`src/rtl/res_st_dispatch.sv`:
```
// Issue-side consumer of the reservation station: round-robin picks a ready entry,
// hands it to a functional unit over valid/ready, then frees the slot.

package res_st_pkg;
  localparam int RES_ST_DEPTH_DEF = 32;
  localparam int RES_ST_AW        = $clog2(RES_ST_DEPTH_DEF);
  localparam int OP_W             = 13;
  localparam int DATA_W           = 32;

  typedef logic [RES_ST_AW-1:0] res_st_addr_t;

  typedef struct packed {
    logic              busy;
    res_st_addr_t      qj;
    res_st_addr_t      qk;
    logic [OP_W-1:0]   op;
    logic [DATA_W-1:0] vj;
    logic [DATA_W-1:0] vk;
    logic [DATA_W-1:0] a;
  } res_st_cell_t;
endpackage

module res_st_dispatch
  import res_st_pkg::*;
#(
  parameter int RES_ST_DEPTH = 32
) (
  input  logic                            clk,
  input  logic                            rst,
  input  logic                            en,
  input  logic                            flush,
  output logic [$clog2(RES_ST_DEPTH)-1:0] rd_addr,
  input  res_st_cell_t                    rd_in,
  output logic                            fu_valid,
  input  logic                            fu_ready,
  output logic [OP_W-1:0]                 fu_op,
  output logic [DATA_W-1:0]               fu_vj,
  output logic [DATA_W-1:0]               fu_vk,
  output logic [DATA_W-1:0]               fu_a,
  output logic [$clog2(RES_ST_DEPTH)-1:0] fu_tag,
  output logic                            retire_en,
  output logic [$clog2(RES_ST_DEPTH)-1:0] retire_addr
);

  localparam int AW = $clog2(RES_ST_DEPTH);

  typedef enum logic [1:0] {
    SCAN   = 2'd0,
    ISSUE  = 2'd1,
    RETIRE = 2'd2
  } state_t;

  state_t              state_r;
  state_t              state_s;
  logic [AW-1:0]       ptr_r;
  logic [AW-1:0]       ptr_s;
  logic                ready_s;
  logic                fu_valid_s;
  logic [OP_W-1:0]     fu_op_s;
  logic [DATA_W-1:0]   fu_vj_s;
  logic [DATA_W-1:0]   fu_vk_s;
  logic [DATA_W-1:0]   fu_a_s;
  logic [AW-1:0]       fu_tag_s;
  logic                retire_en_s;
  logic [AW-1:0]       retire_addr_s;

  // A zero producer tag means the operand value is already present.
  assign ready_s = rd_in.busy
                   && (rd_in.qj == {RES_ST_AW{1'b0}})
                   && (rd_in.qk == {RES_ST_AW{1'b0}});

  assign rd_addr = ptr_r;

  // Next-state and next-output logic; flush overrides every transition.
  always_comb begin
    state_s       = state_r;
    ptr_s         = ptr_r;
    fu_valid_s    = fu_valid;
    fu_op_s       = fu_op;
    fu_vj_s       = fu_vj;
    fu_vk_s       = fu_vk;
    fu_a_s        = fu_a;
    fu_tag_s      = fu_tag;
    retire_en_s   = 1'b0;
    retire_addr_s = retire_addr;
    if (flush) begin
      state_s    = SCAN;
      fu_valid_s = 1'b0;
    end else begin
      case (state_r)
        SCAN: begin
          if (en) begin
            if (ready_s) begin
              fu_op_s    = rd_in.op;
              fu_vj_s    = rd_in.vj;
              fu_vk_s    = rd_in.vk;
              fu_a_s     = rd_in.a;
              fu_tag_s   = ptr_r;
              fu_valid_s = 1'b1;
              state_s    = ISSUE;
            end else begin
              ptr_s = ptr_r + AW'(1'b1);
            end
          end else begin
            ptr_s = ptr_r;
          end
        end
        ISSUE: begin
          if (fu_ready) begin
            fu_valid_s    = 1'b0;
            retire_en_s   = 1'b1;
            retire_addr_s = fu_tag;
            state_s       = RETIRE;
          end else begin
            fu_valid_s = 1'b1;
          end
        end
        RETIRE: begin
          // Resume just past the freed slot so it is examined last.
          ptr_s   = fu_tag + AW'(1'b1);
          state_s = SCAN;
        end
        default: begin
          state_s    = SCAN;
          fu_valid_s = 1'b0;
        end
      endcase
    end
  end

  // State, pointer and registered outputs.
  always_ff @(posedge clk or negedge rst) begin
    if (!rst) begin
      state_r     <= SCAN;
      ptr_r       <= {AW{1'b0}};
      fu_valid    <= 1'b0;
      fu_op       <= {OP_W{1'b0}};
      fu_vj       <= {DATA_W{1'b0}};
      fu_vk       <= {DATA_W{1'b0}};
      fu_a        <= {DATA_W{1'b0}};
      fu_tag      <= {AW{1'b0}};
      retire_en   <= 1'b0;
      retire_addr <= {AW{1'b0}};
    end else begin
      state_r     <= state_s;
      ptr_r       <= ptr_s;
      fu_valid    <= fu_valid_s;
      fu_op       <= fu_op_s;
      fu_vj       <= fu_vj_s;
      fu_vk       <= fu_vk_s;
      fu_a        <= fu_a_s;
      fu_tag      <= fu_tag_s;
      retire_en   <= retire_en_s;
      retire_addr <= retire_addr_s;
    end
  end

endmodule

```
`config.mk`:
```
export PLATFORM = sky130hd
export DESIGN_NAME = res_st_dispatch
export DESIGN_NICKNAME = d
export VERILOG_FILES = /design/src/rtl/res_st_dispatch.sv
export SDC_FILE = /design/constraint.sdc
export NUM_CORES = 1
export LEC_CHECK = 0
export ABC_AREA = 0
export BUFFER_PORTS_ARGS = -buffer_cell sky130_fd_sc_hd__buf_2
export CORE_MARGIN = 1
export CORE_UTILIZATION = 50
export CTS_CLUSTER_SIZE = 14
export DETAILED_ROUTE_END_ITERATION = 12
export GPL_TIMING_DRIVEN = 0
export PLACE_DENSITY = 0.84
export SYNTH_ARGS = -nofsm -noshare
export SYNTH_HDL_FRONTEND = slang
export SYNTH_SLANG_ARGS = --single-unit
```
`constraint.sdc`:
```
create_clock -name clk -period 3.5 [get_ports clk]
set_input_delay 0.35 -clock clk [delete_from_list [all_inputs] [get_ports clk]]
set_output_delay 0.35 -clock clk [all_outputs]
set_load 0.01 [all_outputs]
```
==> flow_summary_export.csv, run 1 <==
group,metric,value,unit
yosys,netlist_instances,325,
sta,rsz0062_at_grt,"no",
sta,finalCriticalPeriod,2.44,ns
floorplanning,die-area,0.0111,mm^2
critical_path,critical_path_class,"reg -> reg",
yosys,synth-compound-area-share,2.48,%
yosys,synth_cell_types,38,
floorplanning,die_height,105,um
drt,drc,0,
cells_and_area,final_cell_mix,"buf_2 (254), dfrtp_1 (128), mux2_4 (60), mux2_2 (60), clkbuf_16 (16)",
placement,dpl.hpwl,9.08,mm
yosys,synth_fa_ha_area_share,0.234,%
floorplanning,start_util,51.6,%
yosys,netlist_top_cells_area,"dfrtp_1 (60%), mux2_4 (17%), mux2_2 (13%), buf_6 (1.7%), nor4_4 (0.80%)",
min_path,hp-class,"in -> reg",
sta,clock_skew,0.0102,ns
yosys,ys_ff_latch,128,
yosys,synth_xor_area_share,0.164,%
grt,grt_pass1_wl,19.6,mm
run,max_cap_viol_count,0,
yosys,synth_mux_area_share,29.8,%
sta,drv_slew,0,
floorplanning,io_pins,251,
critical_path,crit_end,"rd_addr[4]$_DFFE_PN0P_",
critical_path,worstPathRequired,3.93,ns
sta,maxSlewHeadroom,61.5,%
yosys,yosysTopAreaCell,"dfrtp_1",
floorplanning,die_w,105,um
critical_path,r2r_end,"rd_addr[4]$_DFFE_PN0P_",
pwr,cellPowerDensity,493,mW/mm^2
yosys,yosysWarnings,0,
clocking,cts_made_buffers,17,
sta,period_share,69.8,%
floorplanning,num_rows,37,
critical_path,crit_cells,8,
sta,worst_slew_pin_slew,0.578,ns
grt,grt_max_degree,66,
drt,wl_per_cell,16.6,um
run_status,outcome,"finished clean",
critical_path,r2r_start,"state_r[1]$_DFFE_PN0P_",
clocking,insertion_delay,0.49,ns
clocking,post_cts_buffers,0,
critical_path,startpoint,"state_r[1]$_DFFE_PN0P_",
critical_path,path_cells,"clkbuf_1, nor2b_1, nand2_1, o21ai_0, ha_1, a31oi_1, a2111oi_0, o22a_1",
critical_path,cp_max_fo,9,
clocking,htree_levels,4,
yosys,synth_top_family_by_area,"multiplexers",
critical_path,slowest_stage,"nor2b_1",
sta,setup_violations,0,
clocking,cts_root_buffer,"clkbuf_8",
cells_and_area,syn_to_final_growth,39.2,%
critical_path,start_kind,"register",
grt,grt_usage,23.0,%
critical_path,crit_arrival,2.88,ns
floorplanning,design.core.area,0.0104,mm^2
drt,drtPass1Iterations,4,
cells_and_area,drive_gt1_share,69.1,%
critical_path,critical_path.top_delay_family,"compound AO/OA/AOI/OAI gates",
yosys,yosys.area_share.simple,4.51,%
yosys,synth_top_area_share,59.9,%
critical_path,crit_path_end_kind,"register",
critical_path,r2r_cells,8,
yosys,syn_area,0.00535,mm^2
clocking,hold_buffers,1,
grt,grt_antenna_before_repair,1,
drt,drtIter0Drc,97,
pwr,p_leak,4.45,nW
clocking,clk_pin_slew,0.06,ns
pwr,p_total,0.00367,W
sta,hold_viol,0,
critical_path,crit_buf_inv,1,
clocking,cts_sinks,128,
clocking,cts_resized,0,
sta,setup_slack,1.06,ns
drt,drt.antenna.violating_nets,0,
placement,port_buffers,249,
drt,finalWirelength,12.4,mm
drt,dr_total_vias,3751,
cells_and_area,utilization,71.8,%
pwr,ir_drop,297,uV
clocking,clockBufferDepth,2,
grt,grt.overflow.total,0,
sta,fmax,0.409,GHz
cells_and_area,nNetsFinal,721,
critical_path,reg2reg_slack,1.06,ns
sta,tns,0,ns
cells_and_area,mostFrequentLayoutCell,"buf_2",
critical_path,max_stage_delay,0.42,ns
cells_and_area,num-fill-cells,738,
grt,grt_pass1_vias,3892,
yosys,synth_nets,451,
clocking,tritoncts,"done",
yosys,ys_seq_area_share,59.9,%
drt,vias_per_cell,5.03,
placement,pre_cts_ws,1.14,ns
placement,gp_congestion,0.834,
yosys,avgSynthCellArea,16.5,um^2
logic make-up after synthesis:
logic type | Yosys count
flops | 128
fa+ha+maj | 1
buf+inv | 23
xor+xnor | 1
simple gates | 33
mux | 122
compound gates | 17
flip-flops by register name, indices dropped and copies added (netlist names):
| register | flops |
|---|---|
| fu_a | 32 |
| fu_op | 13 |
| fu_tag | 5 |
| fu_valid | 1 |
| fu_vj | 32 |
| fu_vk | 32 |
| rd_addr | 5 |
| retire_addr | 5 |
| retire_en | 1 |
| state_r | 2 |
layer usage:
layer  GRT usage (%)  wire (um)  vias up
li1                -          -     1705
met1            27.0       4960     1857
met2            41.1       6600      178
met3            5.75        704       11
met4            7.24        137        0
met5               0          0        -
report_power, final:
| group | internal [W] | leakage (nW) | switching [W] | total (W) |
|---|---|---|---|---|
| logic | 0.000126 | 2.36 | 0.000127 | 0.000253 |
| clock network | 0.00126 | 0.301 | 0.000608 | 0.00187 |
| registers | 0.00151 | 1.78 | 0.0000385 | 0.00155 |
cells in the mapped netlist, drive strengths merged:
cell type / n
a2111oi: 1
a211oi: 3
a21boi: 1
a21o: 2
a221o: 1
a311o: 1
a311oi: 1
a31o: 1
a31oi: 3
and2: 1
and3: 3
buf: 14
clkbuf: 2
dfrtp: 128
ha: 1
inv: 7
mux2: 120
mux2i: 2
nand2: 8
nand2b: 3
nand3: 3
nand4: 1
nor2: 2
nor2b: 2
nor3: 3
nor4: 5
nor4b: 2
o2111ai: 1
o21ai: 1
o22a: 1
xor2: 1
area by class of cell:
class / count / area (um^2) / area share, %
Antenna cell: 1 / 2.50 / 0.0336
Buffer: 16 / 128 / 1.71
Clock buffer: 22 / 453 / 6.08
Clock inverter: 10 / 183 / 2.45
Inverter: 7 / 26.3 / 0.353
Multi-Input combinational cell: 174 / 1990 / 26.7
Sequential cell: 128 / 3200 / 43.0
Tap cell: 136 / 170 / 2.28
Timing Repair Buffer: 251 / 1290 / 17.3
metrics by stage:
step | hold WS [ns] | cell area, um^2 | cells
floorplan | 0.0544 | 5350 | 325
global placement | 0.462 | 6770 | 710
detailed placement | 0.363 | 6800 | 711
CTS | 0.0574 | 7440 | 744
global route | 0.0511 | 7450 | 745
finish | 0.0840 | 7450 | 745
worst min-delay path by stage:
stage                               from                endpoint  slack (ns)  depth (start not counted)
detailed placement                   rst  rd_addr[1]$_DFFE_PN0P_        0.36                          1
CTS                            rd_in[88]   fu_vj[24]$_DFFE_PN0P_        0.06                          2
global placement    fu_valid$_DFFE_PN0P_    fu_valid$_DFFE_PN0P_        0.46                          1
floorplan                            rst     fu_a[0]$_DFFE_PN0P_        0.05                          0
finish                          rd_in[7]     fu_a[7]$_DFFE_PN0P_        0.08                          2
global route                   rd_in[78]   fu_vj[14]$_DFFE_PN0P_        0.05                          2
No activity file was read; power rests on OpenSTA's default activity.
==> run 2, diff against run 1 <==
CORE_UTILIZATION = 47   (was 50)
PLACE_DENSITY = 0.8   (was 0.84)
clock period = 2.4 ns   (was 3.5 ns; I/O delays follow)
==> run 2 against run 1 <==
Combinational power up 51%. Worst hold slack worse by 0.025 ns. Non-clock buffer count down 1. Count of clock-buffer cells in the layout down 1. Core utilization down 5.1 points. Fmax up 8.2%. Die area up 6.3%.
==> flow_summary_export.csv, run 2 (synthesized netlist as in run 1, its figures left out) <==
group,metric,value,unit
run_status,outcome,"finished clean",
sta,drv_slew,0,
pwr,cellPowerDensity,671,mW/mm^2
critical_path,path_cells,"nor2b_2, nand2_1, o21ai_0, ha_1, inv_1, nor4_1, a2111oi_0, o22a_1",
critical_path,critical_path_class,"reg -> reg",
cells_and_area,drive_gt1_share,69.2,%
clocking,tritoncts,"done",
clocking,cts_root_buffer,"clkbuf_16",
drt,wl_per_cell,16.8,um
sta,hold_viol,0,
critical_path,max_stage_delay,0.56,ns
grt,grt_pass1_vias,3883,
cells_and_area,multiInputGateArea,0.00199,mm^2
cells_and_area,antenna-diode-count,0,
critical_path,worstPathRequired,2.70,ns
critical_path,slowest_stage,"dfrtp_1",
floorplanning,design.core.area,0.0110,mm^2
sta,worst_slew_pin_slew,0.548,ns
clocking,cts_made_buffers,17,
sta,fmax,0.443,GHz
floorplanning,die_w,109,um
critical_path,start_kind,"register",
critical_path,r2r_end,"rd_addr[4]$_DFFE_PN0P_",
cells_and_area,top_regs,"fu_a (32), fu_vj (32), fu_vk (32)",
critical_path,r2r_cells,8,
cells_and_area,utilization,66.7,%
clocking,post_cts_buffers,0,
sta,maxSlewHeadroom,63.4,%
floorplanning,die_height,109,um
drt,vias_per_cell,4.96,
sta,finalCriticalPeriod,2.26,ns
drt,drt.antenna.violating_nets,0,
clocking,insertion_delay,0.41,ns
critical_path,crit_buf_inv,1,
sta,period_share,94.1,%
sta,clock_skew,0.00655,ns
drt,finalWirelength,12.5,mm
floorplanning,die-area,0.0118,mm^2
critical_path,reg2reg_slack,0.14,ns
sta,rsz0062_at_grt,"no",
min_path,holdPathStages,2,
critical_path,cp_max_fo,9,
sta,whs,0.0588,ns
drt,dr_total_vias,3693,
placement,dpl.hpwl,9.05,mm
pwr,p_total,0.00492,W
cells_and_area,num-fill-cells,794,
min_path,holdPathEnd,"fu_vj[29]$_DFFE_PN0P_",
grt,grt_antenna_before_repair,0,
clocking,clk_pin_slew,0.06,ns
min_path,hp-class,"in -> reg",
critical_path,crit_arrival,2.56,ns
sta,setup_violations,0,
clocking,cts_sinks,128,
run,max_cap_viol_count,0,
cells_and_area,nNetsFinal,720,
cells_and_area,syn_to_final_growth,37.1,%
grt,grt_max_degree,72,
grt,grt.overflow.total,0,
drt,drtPass1Iterations,4,
critical_path,crit_path_end_kind,"register",
cells_and_area,final_cell_mix,"buf_2 (254), dfrtp_1 (128), mux2_4 (60), mux2_2 (60), clkbuf_16 (17)",
critical_path,r2r_start,"state_r[1]$_DFFE_PN0P_",
pwr,ir_drop,674,uV
floorplanning,start_util,48.7,%
drt,drtIter0Drc,153,
floorplanning,num_rows,38,
floorplanning,io_pins,251,
placement,gp_congestion,0.774,
cells_and_area,mostFrequentLayoutCell,"buf_2",
pwr,p_leak,4.40,nW
min_path,worstHoldStart,"rd_in[93]",
grt,grt_usage,22.1,%
cells_and_area,regArea,0.00320,mm^2
critical_path,critical_path.top_delay_family,"simple AND/OR/NAND/NOR gates",
clocking,clockBufferDepth,2,
drt,drc,0,
clocking,htree_levels,4,
grt,grt_pass1_wl,19.1,mm
placement,port_buffers,249,
## run 2: changes by cell type in the layout (fill, tap and decap cells not counted), moves of 2 or more
cell | before | now
clkbuf_8 | 3 | 1
bufinv_16 | 5 | 1
clkinvlp_4 | 3 | 1
clkinv_2 | 2 | 6
## run 2: through the flow
step / setup TNS (ns) / area [um^2] / setup WS, ns / instances
detailed placement: -0.00989 / 6800 / -0.00989 / 715
finish: 0 / 7330 / 0.142 / 744
floorplan: 0 / 5350 / 0.382 / 325
CTS: 0 / 7330 / 0.138 / 744
global route: 0 / 7330 / 0.0404 / 744
global placement: -55.45 / 6770 / -0.442 / 714
## run 2: how the worst max path moves through the flow
stage	start	to	cells past startpoint
floorplan	state_r[1]$_DFFE_PN0P_	rd_addr[4]$_DFFE_PN0P_	9
global placement	rst	fu_vk[8]$_DFFE_PN0P_	1
detailed placement	state_r[1]$_DFFE_PN0P_	rd_addr[4]$_DFFE_PN0P_	9
CTS	state_r[1]$_DFFE_PN0P_	rd_addr[4]$_DFFE_PN0P_	8
global route	state_r[1]$_DFFE_PN0P_	rd_addr[4]$_DFFE_PN0P_	8
finish	state_r[1]$_DFFE_PN0P_	rd_addr[4]$_DFFE_PN0P_	8
## run 2: cell type report
cell class | instances | share of cell area (%)
plain buffers | 15 | 1.69
clock buffers | 21 | 6.14
clock inverters | 8 | 0.922
inverters | 7 | 0.358
multi-input cells | 174 | 27.2
flip-flops and latches | 128 | 43.7
well taps | 140 | 2.39
repair buffers | 251 | 17.6
## run 2: metal layers
metal | track usage (%) | routed length, um
met2 | 37.7 | 6630
met3 | 8.73 | 823
met4 | 9.65 | 159
met1 | 24.3 | 4870
met5 | 0 | 0
## run 2: where the power goes
group | switching (W) | internal [W]
Sequential | 0.0000568 | 0.00220
Combinational | 0.000196 | 0.000185
Clock | 0.000862 | 0.00142
## run 2: what timing repair did
item,4_1_cts,5_1_grt
gates resized for setup,0,1
pin swaps,0,0
endpoints found under the hold margin,57,0
endpoints found under the setup margin,1,2
hold buffers,1,0
gates cloned,0,0
==> run 3, diff against run 2 <==
CELL_PAD_IN_SITES_DETAIL_PLACEMENT = 1   (was unset)
CELL_PAD_IN_SITES_GLOBAL_PLACEMENT = 2   (was unset)
CORE_UTILIZATION = 30   (was 47)
PLACE_DENSITY = 0.78   (was 0.8)
==> run 3 against run 2 <==
First-iteration DRC count fell by 54%. Clock skew grew 0.0023 ns. Via count is 2.1% higher. Fmax up 2.8%. Power grew 0.86%. Critical path depth rose by 1. Critical endpoint unchanged. Clock power rose by 2%. Worst hold slack lost 0.0057 ns.
==> flow_summary_export.csv, run 3 (synthesized netlist as in run 1, its figures left out) <==
group,metric,value,unit
critical_path,path_cells,"nand2b_1, buf_2, nand2_1, nand2_1, ha_1, inv_1, nor4_1, a2111oi_0, o22a_1",
critical_path,worstPathRequired,2.70,ns
min_path,hp-class,"in -> reg",
critical_path,critical_path_class,"reg -> reg",
pwr,p_seq_share,45.5,%
clocking,tritoncts,"done",
pwr,p_int,0.00375,W
floorplanning,die_w,136,um
run,max_cap_viol_count,0,
placement,gp_congestion,0.753,
min_path,holdPathStages,2,
critical_path,cp_max_fo,10,
grt,grt_max_degree,76,
cells_and_area,utilization,43.0,%
min_path,holdPathEnd,"fu_a[30]$_DFFE_PN0P_",
clocking,cts_made_buffers,17,
cells_and_area,mostFrequentLayoutCell,"buf_2",
critical_path,critical_path.top_delay_family,"simple AND/OR/NAND/NOR gates",
critical_path,max_stage_delay,0.53,ns
critical_path,r2r_end,"rd_addr[4]$_DFFE_PN0P_",
sta,setup_violations,0,
clocking,insertion_delay,0.41,ns
sta,whs,0.0531,ns
drt,finalWirelength,14.4,mm
sta,rsz0062_at_grt,"no",
cells_and_area,top_regs,"fu_a (32), fu_vj (32), fu_vk (32)",
pwr,cellPowerDensity,665,mW/mm^2
sta,drv_slew,0,
grt,grt_antenna_before_repair,1,
floorplanning,num_rows,48,
clocking,cts_root_buffer,"clkbuf_16",
placement,port_buffers,249,
cells_and_area,syn_to_final_growth,39.6,%
sta,finalCriticalPeriod,2.20,ns
sta,setup_slack,0.204,ns
run_status,outcome,"finished clean",
placement,pre_cts_ws,-0.0266,ns
cells_and_area,final_cell_mix,"buf_2 (254), dfrtp_1 (127), mux2_4 (60), mux2_2 (60), clkbuf_16 (17)",
sta,worst_slew_pin_slew,0.588,ns
grt,grt_usage,16.3,%
clocking,htree_levels,4,
floorplanning,die_height,136,um
critical_path,slowest_stage,"dfrtp_1",
drt,dr_total_vias,3770,
floorplanning,start_util,30.8,%
pwr,p_clk_share,47.0,%
clocking,cts_sinks,128,
cells_and_area,nNetsFinal,720,
critical_path,crit_buf_inv,2,
sta,tns,0,ns
sta,fmax,0.455,GHz
grt,grt_pass1_vias,4155,
pwr,ir_drop,457,uV
clocking,clockBufferDepth,2,
sta,clock_skew,0.00881,ns
drt,vias_per_cell,4.53,
grt,grt_pass1_wl,22.6,mm
critical_path,reg2reg_slack,0.20,ns
critical_path,r2r_start,"state_r[0]$_DFFE_PN0P_",
cells_and_area,drive_gt1_share,70.0,%
sta,maxSlewHeadroom,60.6,%
floorplanning,io_pins,251,
drt,drtPass1Iterations,4,
drt,drc,0,
drt,wl_per_cell,17.2,um
critical_path,crit_arrival,2.50,ns
critical_path,start_kind,"register",
grt,grt.overflow.total,0,
sta,hold_viol,0,
floorplanning,die-area,0.0184,mm^2
pwr,power.net_switching,0.00121,W
pwr,combPwrFrac,7.5,%
min_path,worstHoldStart,"rd_in[30]",
clocking,clk_pin_slew,0.06,ns
critical_path,crit_path_frequent_cell,"nand2_1",
pwr,p_sw_share,24.4,%
drt,drt.antenna.violating_nets,0,
floorplanning,design.core.area,0.0174,mm^2
placement,dpl.hpwl,11.0,mm
critical_path,r2r_cells,9,
sta,period_share,91.5,%
pwr,p_leak,4.40,nW
critical_path,crit_path_end_kind,"register",
drt,drtIter0Drc,70,
## run 3: cell types whose count changed in the layout (fill, tap and decap cells not counted), sizes merged
| cell | change |
|---|---|
| inv | +1 |
| bufinv | -1 |
| diode | +1 |
| clkinv | +2 |
| clkbuf | -2 |
| clkinvlp | +3 |
## run 3: worst register-to-register path: cells and delay by family, from the launching register on
kind,cells,cell delay (ns)
simple gates,4,0.61
flops,1,0.53
compound gates,2,0.34
buf+inv,2,0.32
fa+ha+maj,1,0.29
## run 3: through the flow
stage | std cells | instance area, um^2 | total power [W]
after floorplan | 325 | 5350 | 0.00243
after global placement | 799 | 6880 | 0.00265
after detailed placement | 800 | 6910 | 0.00268
after CTS | 832 | 7460 | 0.00505
after global routing | 833 | 7470 | 0.00519
final | 833 | 7470 | 0.00496
## run 3: repair_timing
action                     in CTS  in global routing
hold endpoints to repair       53                  0
gates resized for setup         0                  2
hold buffers                    1                  0
gates cloned                    0                  0
setup endpoints to repair       1                  1
setup buffers                   0                  0
## run 3: worst max-delay path by stage
stage | end | startpoint | cells after the start | slack [ns]
2_1_floorplan | rd_addr[4]$_DFFE_PN0P_ | state_r[1]$_DFFE_PN0P_ | 9 | 0.38
3_3_place_gp | fu_op[9]$_DFFE_PN0P_ | rst | 1 | -0.58
3_5_place_dp | rd_addr[4]$_DFFE_PN0P_ | state_r[1]$_DFFE_PN0P_ | 9 | -0.03
4_1_cts | rd_addr[4]$_DFFE_PN0P_ | state_r[1]$_DFFE_PN0P_ | 8 | 0.09
5_1_grt | rd_addr[4]$_DFFE_PN0P_ | state_r[0]$_DFFE_PN0P_ | 9 | 0.03
6_report | rd_addr[4]$_DFFE_PN0P_ | state_r[0]$_DFFE_PN0P_ | 9 | 0.20
## run 3: area by class of cell
| type | count | area [um^2] |
|---|---|---|
| diodes | 1 | 2.50 |
| plain buffers | 15 | 124 |
| clock buffers | 19 | 453 |
| clock inverters | 13 | 90.1 |
| fillers | 1882 | 9890 |
| inverters | 7 | 26.3 |
| multi-input cells | 174 | 1990 |
| flip-flops and latches | 128 | 3200 |
| well taps | 225 | 282 |
| repair buffers | 251 | 1290 |
## run 3: routing by layer
layer	vias to the layer above	global-route usage, %	wire, um
met4	0	7.80	344
li1	1709	-	-
met3	25	4.15	880
met5	-	0	0
met1	1888	18.4	5520
met2	148	28.5	7610
## run 3: power by group through the flow
stage | registers [W] | logic (W) | clock network, W
2_1_floorplan | 0.00230 | 0.000129 | 0
3_3_place_gp | 0.00230 | 0.000355 | 0
3_5_place_dp | 0.00230 | 0.000380 | 0
4_1_cts | 0.00226 | 0.000384 | 0.00241
5_1_grt | 0.00226 | 0.000422 | 0.00250
6_report | 0.00226 | 0.000374 | 0.00233
